## src/rtl/nodf_module_handshake_tracker_if.sv

```systemverilog
// ap_ctrl handshake bundle of one monitored HLS block.
// The tracker only observes it, so its slave modport is all inputs.
interface nodf_module_handshake_tracker_if;
    logic ap_start;
    logic ap_ready;
    logic ap_done;
    logic ap_continue;

    modport master (output ap_start, ap_ready, ap_done, ap_continue);
    modport slave  (input  ap_start, ap_ready, ap_done, ap_continue);
endinterface

```

## src/rtl/nodf_module_handshake_tracker.sv

```systemverilog
// Passive ap_ctrl handshake observer: run status plus saturating per-block
// statistics, frozen once finish is seen so the dump logic reads stable values.
module nodf_module_handshake_tracker #(
    parameter int unsigned CNT_W = 32
) (
    input  logic                               clock,
    input  logic                               reset,
    nodf_module_handshake_tracker_if.slave     hs,
    input  logic                               finish,
    output logic [1:0]                         state,
    output logic                               finished,
    output logic                               done_pulse,
    output logic [CNT_W-1:0]                   txn_count,
    output logic [CNT_W-1:0]                   ready_count,
    output logic [CNT_W-1:0]                   last_latency,
    output logic [CNT_W-1:0]                   min_latency,
    output logic [CNT_W-1:0]                   max_latency,
    output logic                               lat_valid,
    output logic [CNT_W-1:0]                   last_interval,
    output logic [CNT_W-1:0]                   busy_cycles,
    output logic [CNT_W-1:0]                   stall_cycles
);

    typedef enum logic [1:0] {
        ST_IDLE = 2'd0,
        ST_RUN  = 2'd1,
        ST_WAIT = 2'd2
    } state_t;

    state_t           st_q, st_d;
    logic             finished_d, done_d, lat_valid_d, seen_q, seen_d;
    logic [CNT_W-1:0] txn_d, ready_d, last_lat_d, min_d, max_d, last_int_d;
    logic [CNT_W-1:0] busy_d, stall_d, lat_q, lat_d, int_q, int_d;
    logic             complete;
    logic [CNT_W-1:0] cur_lat;

    function automatic logic [CNT_W-1:0] sat_inc(input logic [CNT_W-1:0] v);
        return (v == '1) ? v : v + CNT_W'(1);
    endfunction

    assign state = st_q;

    // Next-state and statistics update; everything holds once finished
    always_comb begin
        st_d        = st_q;
        finished_d  = finished;
        done_d      = 1'b0;
        txn_d       = txn_count;
        ready_d     = ready_count;
        last_lat_d  = last_latency;
        min_d       = min_latency;
        max_d       = max_latency;
        lat_valid_d = lat_valid;
        last_int_d  = last_interval;
        busy_d      = busy_cycles;
        stall_d     = stall_cycles;
        lat_d       = lat_q;
        int_d       = int_q;
        seen_d      = seen_q;
        complete    = 1'b0;
        cur_lat     = '0;

        if (!finished) begin
            if (finish) begin
                finished_d = 1'b1;
            end else begin
                case (st_q)
                    ST_IDLE: begin
                        if (hs.ap_start) begin
                            lat_d = '0;
                            st_d  = ST_RUN;
                            if (hs.ap_done) begin
                                complete = 1'b1;
                                cur_lat  = '0;
                                st_d     = hs.ap_continue ? ST_IDLE : ST_WAIT;
                            end
                        end
                    end
                    ST_RUN: begin
                        busy_d = sat_inc(busy_cycles);
                        lat_d  = sat_inc(lat_q);
                        if (hs.ap_done) begin
                            complete = 1'b1;
                            cur_lat  = sat_inc(lat_q);
                            if (!hs.ap_continue) begin
                                st_d = ST_WAIT;
                            end else if (hs.ap_start) begin
                                st_d  = ST_RUN;
                                lat_d = '0;
                            end else begin
                                st_d = ST_IDLE;
                            end
                        end
                    end
                    ST_WAIT: begin
                        stall_d = sat_inc(stall_cycles);
                        if (hs.ap_continue) begin
                            if (hs.ap_start) begin
                                st_d  = ST_RUN;
                                lat_d = '0;
                            end else begin
                                st_d = ST_IDLE;
                            end
                        end
                    end
                    default: st_d = ST_IDLE;
                endcase

                if (complete) begin
                    txn_d       = sat_inc(txn_count);
                    done_d      = 1'b1;
                    last_lat_d  = cur_lat;
                    lat_valid_d = 1'b1;
                    if (cur_lat < min_latency) min_d = cur_lat;
                    if (cur_lat > max_latency) max_d = cur_lat;
                end

                // Ready interval tracking runs regardless of the FSM
                if (hs.ap_ready) begin
                    ready_d = sat_inc(ready_count);
                    if (seen_q) last_int_d = int_q;
                    seen_d = 1'b1;
                    int_d  = CNT_W'(1);
                end else begin
                    int_d = sat_inc(int_q);
                end
            end
        end
    end

    always_ff @(posedge clock) begin
        if (reset) begin
            st_q          <= ST_IDLE;
            finished      <= 1'b0;
            done_pulse    <= 1'b0;
            txn_count     <= '0;
            ready_count   <= '0;
            last_latency  <= '0;
            min_latency   <= '1;
            max_latency   <= '0;
            lat_valid     <= 1'b0;
            last_interval <= '0;
            busy_cycles   <= '0;
            stall_cycles  <= '0;
            lat_q         <= '0;
            int_q         <= '0;
            seen_q        <= 1'b0;
        end else begin
            st_q          <= st_d;
            finished      <= finished_d;
            done_pulse    <= done_d;
            txn_count     <= txn_d;
            ready_count   <= ready_d;
            last_latency  <= last_lat_d;
            min_latency   <= min_d;
            max_latency   <= max_d;
            lat_valid     <= lat_valid_d;
            last_interval <= last_int_d;
            busy_cycles   <= busy_d;
            stall_cycles  <= stall_d;
            lat_q         <= lat_d;
            int_q         <= int_d;
            seen_q        <= seen_d;
        end
    end

endmodule

```

## src/flat_wrapper.sv

```systemverilog
// flat-port wrapper written by rule: the top's interface ports become plain ports
module nodf_module_handshake_tracker_flat 
#(
    parameter int unsigned CNT_W = 32
)
  (clock, reset, finish, state, finished, done_pulse, txn_count, ready_count, last_latency, min_latency, max_latency, lat_valid, last_interval, busy_cycles, stall_cycles, hs_ap_start, hs_ap_ready, hs_ap_done, hs_ap_continue);
  nodf_module_handshake_tracker_if hs_i ();
  input  logic clock;
  input  logic reset;
  input  logic finish;
  output logic [1:0] state;
  output logic finished;
  output logic done_pulse;
  output logic [CNT_W-1:0] txn_count;
  output logic [CNT_W-1:0] ready_count;
  output logic [CNT_W-1:0] last_latency;
  output logic [CNT_W-1:0] min_latency;
  output logic [CNT_W-1:0] max_latency;
  output logic lat_valid;
  output logic [CNT_W-1:0] last_interval;
  output logic [CNT_W-1:0] busy_cycles;
  output logic [CNT_W-1:0] stall_cycles;
  input wire logic [$bits(hs_i.ap_start)-1:0] hs_ap_start;
  input wire logic [$bits(hs_i.ap_ready)-1:0] hs_ap_ready;
  input wire logic [$bits(hs_i.ap_done)-1:0] hs_ap_done;
  input wire logic [$bits(hs_i.ap_continue)-1:0] hs_ap_continue;
  assign hs_i.ap_start = hs_ap_start;
  assign hs_i.ap_ready = hs_ap_ready;
  assign hs_i.ap_done = hs_ap_done;
  assign hs_i.ap_continue = hs_ap_continue;
  nodf_module_handshake_tracker #(.CNT_W(CNT_W)) u_core (.clock(clock), .reset(reset), .hs(hs_i), .finish(finish), .state(state), .finished(finished), .done_pulse(done_pulse), .txn_count(txn_count), .ready_count(ready_count), .last_latency(last_latency), .min_latency(min_latency), .max_latency(max_latency), .lat_valid(lat_valid), .last_interval(last_interval), .busy_cycles(busy_cycles), .stall_cycles(stall_cycles));
endmodule
```

## config.mk

```make
export PLATFORM = sky130hd
export DESIGN_NAME = nodf_module_handshake_tracker_flat
export DESIGN_NICKNAME = d
export VERILOG_FILES = /design/src/rtl/nodf_module_handshake_tracker_if.sv /design/src/rtl/nodf_module_handshake_tracker.sv /design/src/flat_wrapper.sv
export SDC_FILE = /design/constraint.sdc
export NUM_CORES = 1
export LEC_CHECK = 0
export CELL_PAD_IN_SITES_DETAIL_PLACEMENT = 0
export CELL_PAD_IN_SITES_GLOBAL_PLACEMENT = 1
export CORE_UTILIZATION = 40
export CTS_CLUSTER_DIAMETER = 200
export CTS_CLUSTER_SIZE = 12
export DETAILED_ROUTE_END_ITERATION = 6
export PLACE_DENSITY = 0.85
export REMOVE_ABC_BUFFERS = 1
export SYNTH_ARGS = -nofsm -noshare
export SYNTH_HDL_FRONTEND = slang
export SYNTH_SLANG_ARGS = --single-unit
export TNS_END_PERCENT = 20
```

## constraint.sdc

```tcl
create_clock -name clock -period 5.3 [get_ports clock]
set_input_delay 1.59 -clock clock [delete_from_list [all_inputs] [get_ports clock]]
set_output_delay 1.59 -clock clock [all_outputs]
set_load 0.005 [all_outputs]
```

==> Word-level counts from Yosys, hierarchy flattened <==
Cells that the tools add are included.
{ "word_totals": {"register_bits": 326, "latchBits": 0, "ram_bits": 0, "romBits": 0, "inputBits": 7, "out_inout_bits": 261, "wordCells": 85, "memories": 0} }
{ "classes": {"n_addsub": 6, "multipliers": 0, "div": 0, "magnitude_cmp": 2, "n_eq_ne": 12, "shift": 0, "mux": 29, "n_bitwise": 6, "n_reduce_logical": 15} }
{ "op_table": {"columns": ["op", "n"], "rows": [
  ["two-way mux 32 bit", 12],
  ["adder 32 x 1 -> 32 bit, second input constant", 6],
  ["equality test 32 bit, second input constant", 6],
  ["case mux 32 bit (3 select lines)", 1],
  ["> comparator 32 bit", 1],
  ["less-than comparator 32 bit", 1],
  ["AND reduction 4 bit", 8],
  ["two-way mux 2 bit", 6],
  ["AND reduction 3 bit", 3],
  ["two-way mux 1 bit", 8],
  ["!= test 2 bit, second input constant", 4],
  ["inverter 1 bit", 6],
  ["case mux 2 bit (3 select lines)", 1],
  ["AND reduction 5 bit", 1],
  ["nonzero test 3 bit", 1],
  ["OR reduction 3 bit", 1],
  ["equality test 2 x 1 -> 1 bit, second input constant", 1],
  ["equality test 2 bit, second input constant", 1],
  ["logical NOT 2 bit", 1],
  ["case mux 1 bit (2 select lines)", 1]
]} }

==> Logic depth before layout (Yosys ltp) <==
Gate-level depths: netlist of run 1.
{ "depth": {"ltp_word": 8, "depth_mapped": 18} }

==> Worst setup path after synthesis of run 1 <==
OpenSTA, ideal clock, no wires.
{ "synth_path": {"path_type": "in2reg", "from": "input port hs_ap_done", "to": "register u_core.min_latency[11]", "setup_time_ns": 0.122, "t_arrival_ns": 4.390, "path_slack_ns": 0.788, "cell_stages": 13, "path_buffers": 4, "path_cell_list": "nand3b_1 > clkbuf_1 > clkbuf_1 > nor2_1 > ha_1 > nand4_1 > nor3_1 > nand3_1 > nor4_1 > o211ai_2 > buf_4 > buf_6 > a311o_1"} }
{ "synth_via": {"elab_chain_cells": 6, "word_cells_on_any_way": 11, "classes_between": "order compare: 1; mux: 9; reduce/logical: 1"} }
{ "synth_rtl": {"columns": ["element", "line_no", "rtl"], "rows": [
  ["start: declaration", "flat_wrapper.sv:25", "input wire logic [$bits(hs_i.ap_done)-1:0] hs_ap_done;"],
  ["two-way mux 32 bit / two-way mux 1 bit (equally long branches)", "nodf_module_handshake_tracker.sv:82, nodf_module_handshake_tracker.sv:72", null],
  ["two-way mux 32 bit / two-way mux 1 bit (equally long branches)", null, null],
  ["two-way mux 32 bit / case mux 1 bit (2 select lines) (equally long branches)", "nodf_module_handshake_tracker.sv:64, nodf_module_handshake_tracker.sv:67", null],
  ["two-way mux 32 bit / two-way mux 1 bit (equally long branches)", "nodf_module_handshake_tracker.sv:63, nodf_module_handshake_tracker.sv:64", null],
  ["less-than comparator 32 bit / two-way mux 1 bit (equally long branches)", "nodf_module_handshake_tracker.sv:114, nodf_module_handshake_tracker.sv:63", null],
  ["AND reduction 4 bit (no source line)", null, null],
  ["end signal: assignment", "nodf_module_handshake_tracker.sv:155", "min_latency <= min_d;"],
  ["end: declaration", "nodf_module_handshake_tracker.sv:16", "output logic [CNT_W-1:0] min_latency,"]
]} }
Several ways; a longest one is shown, not always the timed one. The select of a mux whose other input is x is not followed.
A chain may end at the register's enable or synchronous reset.

==> Worst setup path after layout of run 1 <==
{ "layout_path": {"from": "register u_core.lat_q[0]", "to": "register u_core.min_latency[18]"} }
{ "layout_via": {"elab_chain_cells": 8, "word_cells_on_any_way": 9, "classes_between": "add/sub: 1; order compare: 1; eq/ne: 1; mux: 5; reduce/logical: 1"} }
{ "layout_rtl": {"columns": ["element", "line_no", "rtl"], "rows": [
  ["start: declaration", "nodf_module_handshake_tracker.sv:33", "logic [CNT_W-1:0] busy_d, stall_d, lat_q, lat_d, int_q, int_d;"],
  ["start signal: assignment", "nodf_module_handshake_tracker.sv:161", "lat_q <= lat_d;"],
  ["adder 32 x 1 -> 32 bit / equality test 32 bit (equally long branches)", "nodf_module_handshake_tracker.sv:38", "return (v == '1) ? v : v + CNT_W'(1);"],
  ["two-way mux 32 bit *", "nodf_module_handshake_tracker.sv:38", null],
  ["two-way mux 32 bit *", "nodf_module_handshake_tracker.sv:82", "if (hs.ap_done) begin"],
  ["two-way mux 32 bit *", null, null],
  ["two-way mux 32 bit *", "nodf_module_handshake_tracker.sv:64", "if (finish) begin"],
  ["two-way mux 32 bit *", "nodf_module_handshake_tracker.sv:63", "if (!finished) begin"],
  ["less-than comparator 32 bit", "nodf_module_handshake_tracker.sv:114", "if (cur_lat < min_latency) min_d = cur_lat;"],
  ["AND reduction 4 bit (no source line)", null, null]
]} }
Mark *: on every way between the ends. The rest lies on a longest branch, timed or not. The select of a mux whose other input is x is not followed.

==> metrics.yaml, run 1 <==
pre_cts_slack_ns: 0.0570
drt_wl_total_um: 48900
grt_use_total_pct: 22.5
tightest_slew_ns: 1.22
setup_tns_ns: 0
yosys_warnings: 0
grt_pass1_vias: 14552
design.die.area_um2: 42000
min_from: "u_core.last_interval[10]"
seq_area_um2: 6530
grt_pass1_wl_um: 77400
finClkSkew_ns: 0.0101
yosysMostFrequentCell: "dfxtp_1"
ctsResizeCount: 0
hold_path.class: "flip-flop to flip-flop"
critPathLaunch: "u_core.lat_q[0]"
synth_flop_cell: "dfxtp_1"
vias: 15877
status: "complete, no violations"
overflow: 0
leakage_nw: 7.04
ir_drop_mv: 0.245
fmax_mhz: 212
yosys.area.top_type: "dfxtp_1"
power.density_nw_per_um2: 225
cts_buffer_depth: 3
hold_viol: 0
post_synth_and_or_nand_nor_area_fraction_pct: 26.8
cp-end-kind: "flip-flop"
layout_setup_ws_ns: 0.577
r2r_start: "u_core.lat_q[0]"
synthArstFlopShare_pct: 0
port_buffers: 267
synth_top_family_by_area: "simple AND/OR/NAND/NOR gates"
synth_edf_count: 0
drc: 0
rows: 74
clock_latency_ns: 0.57
cts_tree: "built"
critPathRequiredTime_ns: 5.76
path_max_fanout: 13
synthXorXnorAreaFrac_pct: 7.91
viasPerCell: 5.54
drtIter0Drc: 1031
setup_viol: 0
layout.nets: 2405
cts_sinks: 326
clk_pin_slew_ns: 0.06
max_slew_margin_pct: 18.9
fin_crit_ns: 4.72
antenna_left: 0
yosys.area_share.adder_pct: 5.08
io-pin-count: 268
root_buffer: "clkbuf_16"
die_width_um: 205
hpwl_um: 34900
synth_area_per_cell_um2: 7.89
ys_seq_area_share_pct: 39.6
syn-instance-count: 2090
core_um2: 40700
drive_above_1_share_pct: 5.24
multi_input_area_um2: 9160
drt_pass1_iterations: 6
h-tree-depth: 1
syn_area_um2: 16500
synthMuxAreaShare_pct: 0.372
die_y_um: 205
globalplace.congestion: 0.919
synth_cell_types: 66
rsz0062_at_grt: "no"
start_util_pct: 40.5
slew_violations: 0
cp.arrival_ns: 5.18
synth_seq_cells: 326
antenna_found_initial: 4
final_util_pct: 50.7
fin_cells: 2866
period_share_pct: 89.1
worstSetupPathType: "flip-flop to flip-flop"
area_delta_synth_final_pct: 25.4
synth_compound_area_share_pct: 15.1
cts_buffers: 31
cts_setup_buffers: 0
yosysTopAreaCellShare_pct: 39.6
wire_per_inst_um: 17.1
worstSetupStartpointType: "flip-flop"
grt_max_degree: 183
placed_cells: 2830
fillers: 3942
synth_area_leaders: "dfxtp_1 40%, a21oi_1 6.5%, nor2_1 5.7%"
max_cap_violations: 0
power_mw: 4.65
ctsHoldBuffers: 0
synthTopCellsByCount: "326 x dfxtp_1, 251 x nor2_1, 230 x nand2_1"
worst max-delay path, stage by stage (launching register included):
cell and delay [ns]:
dfxtp_1 0.47, ha_1 0.28, nand3_1 0.22, or4_4 0.59, nor4_2 0.42, xnor2_1 0.20
nor2_1 0.14, ha_1 0.34, nand4_1 0.10, nor3_1 0.33, nand3_1 0.18, nor4_1 0.54
o211a_1 0.44, nor3_1 0.08, a211o_1 0.27
layer usage:
layer  GRT usage (%)  vias up  routed length [um]
met1            30.2     7539               21900
li1                -     7812                   -
met3            3.40       84                2830
met5               0        -                   0
met4            8.10        0                1710
met2            36.4      442               22500
where the power goes:
group	total (mW)	leakage (nW)	switching [mW]	internal, mW
clock	1.95	0.388	0.930	1.02
combinational	0.210	4.02	0.133	0.0764
sequential	2.49	2.63	0.0205	2.47
logic make-up (layout without fill, tap and decap cells):
kind of cell / Yosys count / after routing
other cells: 0 / 4
compound gates: 425 / 425
fa+ha+maj: 67 / 67
simple gates: 904 / 904
buf+inv: 213 / 453
mux: 6 / 6
flops: 326 / 326
xor+xnor: 149 / 149
final cells by class:
cell class                      count  area share, %
Tap cell                          532           3.22
Sequential cell                   326           31.6
Clock inverter                      1         0.0545
Antenna cell                        4         0.0484
Inverter                           95           1.72
Timing Repair Buffer              326           15.3
Clock buffer                       31           3.75
Multi-Input combinational cell   1551           44.3
placed cells by master (no fill, tap or decap), types with 10 or more instances in the layout:
cell type / count
dfxtp_1: 326
buf_4: 55
or3_1: 33
or4_1: 10
nor3_1: 61
clkbuf_16: 31
a211oi_1: 11
ha_1: 67
a21oi_1: 213
nor2_1: 251
clkdlybuf4s50_1: 266
nand3_1: 104
inv_1: 95
and3_1: 24
nand4_1: 65
xor2_1: 51
nor4_1: 42
and4_1: 21
a21o_1: 11
o21ai_0: 105
nand2_1: 230
a311o_1: 22
xnor2_1: 98
final timing paths:
| check | cells past startpoint | endpoint | slack (ns) |
|---|---|---|---|
| max | 14 | u_core.min_latency[18] | 0.58 |
| min | 2 | u_core.last_interval[10] | 0.45 |
| max reg2reg | 14 | u_core.min_latency[18] | 0.58 |
| min reg2reg | 2 | u_core.last_interval[10] | 0.45 |
per-stage QoR:
| step | area, um2 | hold WS, ns |
|---|---|---|
| 2_1_floorplan | 16000 | 0.446 |
| 3_3_place_gp | 19900 | 0.443 |
| 3_5_place_dp | 19900 | 0.448 |
| 4_1_cts | 20700 | 0.456 |
| 5_1_grt | 20700 | 0.469 |
| 6_report | 20700 | 0.454 |
(Power assumes the default switching activity.)
==> run 2: changes to the inputs <==
PLACE_DENSITY = unset   (was 0.85)
PLACE_DENSITY_LB_ADDON = 0.1   (was unset)
==> run 2 against run 1 <==
First-iteration DRC count fell by 1.1%. Register-to-register slack better by 0.09 ns. Global-route usage up 0.60 points. Core utilization increased by 0.30 points. Clock skew up 0.0068 ns. Die area stayed put. Critical path depth up 1. Design area increased by 0.60%. Flip-flop and latch count unchanged. Routed wire length is 2.7% higher. Total power up 0.49%. Clock-buffer cell count unchanged. Critical endpoint is now u_core.min_latency[6]. Largest power group unchanged.
==> metrics.yaml, run 2 (synthesized netlist as in run 1, its figures left out) <==
max_slew_margin_pct: 22.2
fin_area_um2: 20800
drive_above_1_share_pct: 5.68
leakage_nw: 7.11
power.density_nw_per_um2: 225
fillers: 3956
ir_drop_mv: 0.223
hold_viol: 0
setup_tns_ns: 0
drtIter0Drc: 1020
power.internal_mw: 3.58
clkPwrFrac_pct: 42.2
place_area_um2: 20000
cts_sinks: 326
antenna_found_initial: 0
min_from: "u_core.last_latency[11]"
hold_path.class: "flip-flop to flip-flop"
core_um2: 40700
fin_crit_ns: 4.63
worstSetupPathType: "flip-flop to flip-flop"
critPathRequiredTime_ns: 5.76
ctsHoldBuffers: 0
use_met2_pct: 37.8
io-pin-count: 268
cts_setup_buffers: 0
grt_pass1_vias: 14582
met3_usage_pct: 3.45
globalplace.congestion: 0.880
drt_pass1_iterations: 5
final_util_pct: 51.0
overflow: 0
wire_per_inst_um: 17.5
drt_wl_total_um: 50200
placed_cells: 2840
timing.hold.ws_ns: 0.454
final_cell_mix: "326 x dfxtp_1, 266 x clkdlybuf4s50_1, 251 x nor2_1"
seqPwrFrac_pct: 53.2
ctsResizeCount: 0
vias: 15779
tightest_slew_ns: 1.16
setup_viol: 0
die_width_um: 205
finClkSkew_ns: 0.0170
clock_latency_ns: 0.59
final_common_cell: "dfxtp_1"
area_delta_synth_final_pct: 26.1
layout.nets: 2415
pwr-share-comb_pct: 4.6
root_buffer: "clkbuf_16"
cts_buffer_depth: 3
drc: 0
viasPerCell: 5.49
grt_max_degree: 130
clk_pin_slew_ns: 0.07
max_cap_violations: 0
fin_cells: 2873
fmax_mhz: 216
r2r_start: "u_core.lat_q[0]"
antenna_left: 0
port_buffers: 267
start_util_pct: 40.5
top_usage_layer: "met2"
period_share_pct: 87.4
grt_use_total_pct: 23.1
rows: 74
rsz0062_at_grt: "no"
cp-end-kind: "flip-flop"
die_y_um: 205
critPathLaunch: "u_core.lat_q[0]"
status: "complete, no violations"
netSwitchingFraction_pct: 23.5
design.die.area_um2: 42000
cts_buffers: 31
use_met1_pct: 31.4
hpwl_um: 35900
cp.arrival_ns: 5.10
cts_tree: "built"
worstSetupStartpointType: "flip-flop"
n_antenna_cell: 0
grt_pass1_wl_um: 79200
power_switching_mw: 1.10
h-tree-depth: 1
path_max_fanout: 28
slew_violations: 0
## run 2: cell count changes in the layout (fill, tap and decap cells not counted)
cell / before / now
buf_12: 4 / 8
buf_4: 55 / 61
inv_6: 0 / 1
diode_2: 4 / 0
## run 2: layer usage
layer  share of wire [%]  vias up
met2                  46      369
met3                 4.9       71
met4                 2.2        0
met5                   0        -
met1                  47     7503
li1                    -     7836
## run 2: path summary, 6_finish.rpt
| path | end | slack, ns | cells after the start |
|---|---|---|---|
| max | u_core.min_latency[6] | 0.67 | 15 |
| min | u_core.last_latency[11] | 0.45 | 2 |
| max reg2reg | u_core.min_latency[6] | 0.67 | 15 |
| min reg2reg | u_core.last_latency[11] | 0.45 | 2 |
## run 2: metrics by stage
stage	worst slack [ns]	power, mW
floorplan	-1.36	2.62
global placement	0.103	2.75
detailed placement	0.0476	2.76
CTS	0.673	4.75
global route	0.259	4.85
finish	0.668	4.68
## run 2: area by class of cell
type | instances | area [um2] | share of cell area [%]
clock buffer | 31 | 776 | 3.73
tap | 532 | 666 | 3.20
clock inverter | 2 | 20.0 | 0.0963
multi-input combinational | 1551 | 9160 | 44.0
inverter | 95 | 357 | 1.71
sequential | 326 | 6530 | 31.4
timing repair buffer | 336 | 3300 | 15.8
## run 2: power by group through the flow
stage               sequential (mW)  combinational, mW  clock, mW
CTS                            2.49              0.215       2.05
detailed placement             2.54              0.214          0
global route                   2.49              0.236       2.12
floorplan                      2.54             0.0850          0
finish                         2.49              0.213       1.98
global placement               2.54              0.210          0
## run 2: critical path: stages (launching register included)
cell and delay (ns):
dfxtp_1 0.46, ha_1 0.28, nand3_1 0.23, or4_4 0.60, nor4_2 0.44, xnor2_1 0.16
nor2_1 0.34, ha_1 0.33, o21ai_0 0.17, nor2_1 0.05, a2111oi_0 0.34, o21ai_0 0.25
a21oi_4 0.25, buf_12 0.21, a21oi_1 0.08, a311o_1 0.32
